### src/rtl/axi_addr_ch_rx.sv
// axi_addr_ch_rx: buffers AXI address beats, translates each head address, then hands it to the transmit stage in order.
// Define AXI_ADDR_RX_FAULT_EN to add translation fault reporting (xl_fault / fault_valid / fault_addr / fault_id).
module axi_addr_ch_rx #(
  parameter int FIFO_DEPTH = 2
) (
  input  logic        rx_clk,
  input  logic        reset,
  input  logic [3:0]  in_id,
  input  logic [31:0] in_addr,
  input  logic [7:0]  in_len,
  input  logic [2:0]  in_size,
  input  logic [1:0]  in_burst,
  input  logic [2:0]  in_prot,
  input  logic [3:0]  in_cache,
  input  logic [1:0]  in_user,
  input  logic        in_lock,
  input  logic        in_valid,
  output logic        in_ready,
  output logic [31:0] virt_addr,
  output logic        xl_req,
  input  logic        xl_done,
  input  logic [31:0] xl_phy_addr,
  output logic [3:0]  out_id,
  output logic [7:0]  out_len,
  output logic [2:0]  out_size,
  output logic [1:0]  out_burst,
  output logic [2:0]  out_prot,
  output logic [3:0]  out_cache,
  output logic [1:0]  out_user,
  output logic        out_lock,
  output logic [31:0] phy_addr,
  output logic        t_done,
  input  logic        tx_busy
`ifdef AXI_ADDR_RX_FAULT_EN
  ,
  input  logic        xl_fault,
  output logic        fault_valid,
  output logic [31:0] fault_addr,
  output logic [3:0]  fault_id
`endif
);
  localparam int PW = $clog2(FIFO_DEPTH);
  localparam int EW = 59;
  typedef enum logic [1:0] {IDLE, XLATE, DELIVER} state_t;
  state_t r_state, w_state_nxt;
  logic [EW-1:0] r_mem [FIFO_DEPTH];
  logic [PW-1:0] r_wr_ptr, r_rd_ptr;
  logic [PW:0]   r_count, w_count_nxt;
  logic [31:0]   r_phy_addr;
  logic          w_push, w_pop, w_fault;
  assign {out_id, virt_addr, out_len, out_size, out_burst, out_prot, out_cache, out_user, out_lock} = r_mem[r_rd_ptr];
  assign in_ready = ~reset & (r_count != (PW+1)'(FIFO_DEPTH));
  assign w_push = in_valid & in_ready;
  assign xl_req = ~reset & (r_state == XLATE);
  assign t_done = ~reset & (r_state == DELIVER) & ~tx_busy;
`ifdef AXI_ADDR_RX_FAULT_EN
  assign w_fault = xl_req & xl_done & xl_fault;
`else
  assign w_fault = 1'b0;
`endif
  assign w_pop = t_done | w_fault;
  assign w_count_nxt = r_count + (PW+1)'(w_push) - (PW+1)'(w_pop);
  assign phy_addr = r_phy_addr;
  always_comb begin
    w_state_nxt = r_state;
    case (r_state)
      IDLE:    w_state_nxt = (w_count_nxt != '0) ? XLATE : IDLE;
      XLATE:   if (xl_done) w_state_nxt = w_fault ? ((w_count_nxt != '0) ? XLATE : IDLE) : DELIVER;
      DELIVER: if (t_done) w_state_nxt = (w_count_nxt != '0) ? XLATE : IDLE;
      default: w_state_nxt = IDLE;
    endcase
  end
  always_ff @(posedge rx_clk)
    if (w_push) r_mem[r_wr_ptr] <= {in_id, in_addr, in_len, in_size, in_burst, in_prot, in_cache, in_user, in_lock};
  always_ff @(posedge rx_clk) begin
    if (reset) begin
      r_state    <= IDLE;
      r_wr_ptr   <= '0;
      r_rd_ptr   <= '0;
      r_count    <= '0;
      r_phy_addr <= '0;
    end else begin
      r_state <= w_state_nxt;
      r_count <= w_count_nxt;
      if (w_push) r_wr_ptr <= r_wr_ptr + PW'(1);
      if (w_pop) r_rd_ptr <= r_rd_ptr + PW'(1);
      if (xl_req & xl_done & ~w_fault) r_phy_addr <= xl_phy_addr;
    end
  end
`ifdef AXI_ADDR_RX_FAULT_EN
  logic        r_fault_valid;
  logic [31:0] r_fault_addr;
  logic [3:0]  r_fault_id;
  assign fault_valid = r_fault_valid;
  assign fault_addr  = r_fault_addr;
  assign fault_id    = r_fault_id;
  always_ff @(posedge rx_clk) begin
    if (reset) begin
      r_fault_valid <= 1'b0;
      r_fault_addr  <= '0;
      r_fault_id    <= '0;
    end else begin
      r_fault_valid <= w_fault;
      if (w_fault) begin
        r_fault_addr <= virt_addr;
        r_fault_id   <= out_id;
      end
    end
  end
`endif
endmodule
### config.mk
export PLATFORM = sky130hd
export DESIGN_NAME = axi_addr_ch_rx
export DESIGN_NICKNAME = d
export VERILOG_FILES = /design/src/rtl/axi_addr_ch_rx.sv
export SDC_FILE = /design/constraint.sdc
export NUM_CORES = 1
export LEC_CHECK = 0
export BUFFER_PORTS_ARGS = -buffer_cell sky130_fd_sc_hd__buf_2
export CORE_ASPECT_RATIO = 0.9
export CORE_MARGIN = 2
export CORE_UTILIZATION = 40
export CTS_CLUSTER_DIAMETER = 120
export DETAILED_ROUTE_END_ITERATION = 12
export HOLD_SLACK_MARGIN = 0.12
export PLACE_DENSITY = 0.66
export SYNTH_ARGS = -nofsm -noshare
export SYNTH_HDL_FRONTEND = slang
export SYNTH_SLANG_ARGS = --single-unit
### constraint.sdc
create_clock -name rx_clk -period 3 [get_ports rx_clk]
set_clock_uncertainty 0.2 [all_clocks]
set_input_delay 0.3 -clock rx_clk [delete_from_list [all_inputs] [get_ports rx_clk]]
set_output_delay 0.3 -clock rx_clk [all_outputs]
set_load 0.05 [all_outputs]
==> impl_metrics.py <==
metrics = {
    "pwr": {
        "max-vdd-ir-drop_mv": 0.457,
        "power_dens_cells_nw_per_um2": 616,
        "total_leakage_power_nw": 3.30,
    },
    "critical_path": {
        "worst_ep_arrival_time_ps": 2950,
        "worstReg2RegStart": "r_count[1]",
        "worst-setup-path-type": "in -> reg",
        "critical_path.startpoint": "reset",
        "startpoint_type": "primary input",
        "setup.worst_path.end_class": "register",
        "worstPathMaxFanout": 9,
        "worst-endpoint-required_ps": 3110,
    },
    "clock_network": {
        "clkTransAtPathRegs_ps": 60,
        "clock_sink_count": 157,
        "clock_tree.buffer_depth": 2,
        "htreeDepth": 4,
        "number_of_setup_buffers_added_after_cts": 0,
        "tritoncts_clock_tree": "yes",
        "cts_made_buffers": 17,
        "clock-root-buffer": "sky130_fd_sc_hd__clkbuf_16",
        "clock_latency_of_the_later_clocked_register_in_the_worst_skew_pair_ps": 420,
    },
    "detailed_routing": {
        "drtAntennaViolNets": 0,
        "routed_via_density": 4.64,
        "drtPass1Iterations": 4,
        "detail_route.wirelength_mm": 13.3,
        "avgRoutedWirePerCell_um": 15.5,
        "via_count": 3980,
        "wl_met1_mm": 5.36,
        "wl_met3_mm": 1.22,
        "topRoutingLayerUsed": "met4",
        "detailroute.wirelength.met2_mm": 6.48,
        "drt_iter0_drc": 191,
        "detail_route.drc_violations": 0,
    },
    "synth": {
        "proportion_of_netlist_area_held_by_the_largest_area_contributor_pct": 61.6,
        "combinational_family_with_the_most_area_after_synthesis": "multiplexers",
        "yosysUniqueCellTypes": 28,
        "synthMuxAreaShare_pct": 11.5,
        "area_of_the_mapped_netlist_um2": 5760,
        "ys_seq_elements": 157,
        "synthCells": 361,
        "mappedNetlistNets": 459,
        "synth_area_in_xor_xnor_pct": 0.565,
        "post_synthesis_simple_gate_area_fraction_pct": 6.32,
        "synthesis.yosys.warnings": 0,
        "synth_adder_area_share_pct": 0.435,
        "yosys-top-cells-area": "sky130_fd_sc_hd__edfxtp_1 62%, sky130_fd_sc_hd__dfxtp_1 14%, sky130_fd_sc_hd__mux2_2 12%",
        "synth_compound_area_share_pct": 3.69,
        "synth.largest_area_cell": "sky130_fd_sc_hd__edfxtp_1",
        "postSynthAreaPerCell_um2": 15.9,
        "synth_sequential_area_ratio_pct": 75.1,
    },
    "floorplanning": {
        "core_rows": 41,
        "die_area_um2": 15400,
        "horizontal_die_dimension_um": 130,
        "die_h_um": 118,
        "initial_core_util_pct": 41.0,
        "top_level_port_count": 190,
        "design.core.area_um2": 14100,
    },
    "cells_and_area": {
        "final_nets": 750,
        "antenna_diode_instance_count": 0,
        "layoutNonFillerInstCount": 858,
        "area.growth.synth_to_final_pct": 47.1,
        "layout-drive-gt1-share_pct": 44.5,
        "design_area_um2": 8470,
    },
    "global_route": {
        "grt_first_pass_wirelength_mm": 20.8,
        "grt_use_total_pct": 17.7,
        "first_global_vias": 4257,
        "grt-ovfl-total": 0,
        "antenna_violations_before_repair": 0,
        "grt_start_max_net_pins": 60,
    },
    "timing": {
        "worst_slew_slack_as_a_fraction_of_its_limit_pct": 55.7,
        "timing.setup.tns_ps": 0,
        "grt_setup_unrepaired": "false",
        "timing.final.hold_violations": 0,
        "timing.final.setup_violations": 0,
        "finalCritPeriodShare_pct": 94.6,
        "timing_max_transition_violations_final": 0,
        "period_minus_slack_ps": 2840,
        "timing.fmax_mhz": 352,
        "slew_worst_pin_ps": 665,
    },
    "placement": {
        "place.detailed.hpwl_mm": 7.87,
        "placed_cells_incl_taps": 731,
        "placedInstanceArea_um2": 6930,
        "globalplace.congestion": 0.728,
        "port-buffer-count": 189,
    },
    "hold_path": {
        "source_of_the_worst_hold_timing_path": "in_valid",
        "worst_hold_path_type": "in -> reg",
    },
    "job": {
        "max-cap-violations": 0,
    },
    "outcome": {
        "outcome": "complete, no violations",
    },
}
==> layout by cell type, fill, tap and decap left out, types with 2 or more instances in the layout <==
cell type                         n
sky130_fd_sc_hd__a21oi_2          4
sky130_fd_sc_hd__bufinv_16        2
sky130_fd_sc_hd__inv_1            2
sky130_fd_sc_hd__buf_4            4
sky130_fd_sc_hd__buf_2          189
sky130_fd_sc_hd__mux2_2          59
sky130_fd_sc_hd__dlygate4sd3_1   95
sky130_fd_sc_hd__edfxtp_1       118
sky130_fd_sc_hd__ha_1             2
sky130_fd_sc_hd__inv_6            4
sky130_fd_sc_hd__o31ai_1          2
sky130_fd_sc_hd__clkbuf_16       17
sky130_fd_sc_hd__nor2_1           4
sky130_fd_sc_hd__clkinvlp_4       3
sky130_fd_sc_hd__clkinv_4         2
sky130_fd_sc_hd__buf_12           4
sky130_fd_sc_hd__nor2b_1          3
sky130_fd_sc_hd__nand2_1         64
sky130_fd_sc_hd__clkinv_2         2
sky130_fd_sc_hd__dfxtp_1         38
sky130_fd_sc_hd__nand3b_1         2
sky130_fd_sc_hd__a21oi_1         30
==> Yosys cell counts (all sizes together) <==
| library cell | count |
|---|---|
| a211oi | 1 |
| a21oi | 34 |
| and3 | 1 |
| and4bb | 1 |
| buf | 14 |
| clkbuf | 6 |
| dfxtp | 39 |
| edfxtp | 118 |
| ha | 2 |
| inv | 3 |
| mux2 | 59 |
| nand2 | 64 |
| nand3b | 2 |
| nand4bb | 1 |
| nor2 | 4 |
| nor2b | 3 |
| nor4b | 1 |
| o21ai | 1 |
| o31ai | 2 |
| or2b | 1 |
| or3 | 1 |
| or4 | 1 |
| xnor2 | 1 |
| xor3 | 1 |
==> flip-flops by register name (all words and copies together) (netlist names), named ones only <==
name	count
r_rd_ptr	1
r_mem	118
r_state	2
phy_addr	32
r_count	2
r_wr_ptr	1
==> layer usage <==
layer / up-vias / GRT usage [%]
met5: - / 0
met4: 0 / 6.58
met3: 19 / 7.36
met2: 171 / 30.3
met1: 1887 / 19.7
li1: 1903 / -
==> through the flow <==
step                hold slack [ps]  power [W]  setup WS, ps  utilization (%)
global placement                240    0.00304           835             49.3
global route                    165    0.00540          26.5             60.3
finish                          149    0.00522           162             60.3
floorplan                       199    0.00288           233                -
CTS                             129    0.00527           171             60.3
detailed placement              244    0.00305           771             49.3
==> final cells by class <==
cell class              count  area (um^2)
clock buffers              17          425
clock inverters            15          160
fillers                  1091         5590
inverters                   3         11.3
multi-input cells         181         1300
flip-flops and latches    157         4330
well taps                 193          241
repair buffers            292         2010
==> where the power goes <==
part | internal [W] | switching, W | total (W)
sequential | 0.00242 | 0.0000309 | 0.00246
clock | 0.00124 | 0.000865 | 0.00210
combinational | 0.000249 | 0.000410 | 0.000659
total | 0.00391 | 0.00131 | 0.00522
==> path summary, 6_finish.rpt <==
kind,endpoint,slack (ps),cells after the start
max,r_state[0],160,10
min,r_wr_ptr,150,4
max reg2reg,r_state[0],360,9
min reg2reg,phy_addr[21],250,2
==> cell families (layout without fill, tap and decap cells) <==
group,Yosys count,in the layout
AO/OA/AOI/OAI,38,38
XOR/XNOR,2,2
multiplexers,59,59
flip-flops,157,157
AND/OR/NAND/NOR,80,80
buffers and inverters,23,327
adder cells (fa/ha/maj),2,2
==> worst max-delay path: stages <==
cell	delay (ps)
sky130_fd_sc_hd__dlygate4sd3_1	540
sky130_fd_sc_hd__buf_2	190
sky130_fd_sc_hd__or3_1	390
sky130_fd_sc_hd__ha_1	280
sky130_fd_sc_hd__inv_1	60
sky130_fd_sc_hd__ha_1	150
sky130_fd_sc_hd__xor3_1	240
sky130_fd_sc_hd__o21ai_1	150
sky130_fd_sc_hd__o31ai_1	80
sky130_fd_sc_hd__dlygate4sd3_1	560
==> timing repair <==
item / in CTS / in global routing
endpoints found under the setup margin: 0 / 1
gates resized for setup: 0 / 1
hold buffers: 95 / 0
endpoints found under the hold margin: 157 / 0
No activity file was read; power rests on OpenSTA's default activity.
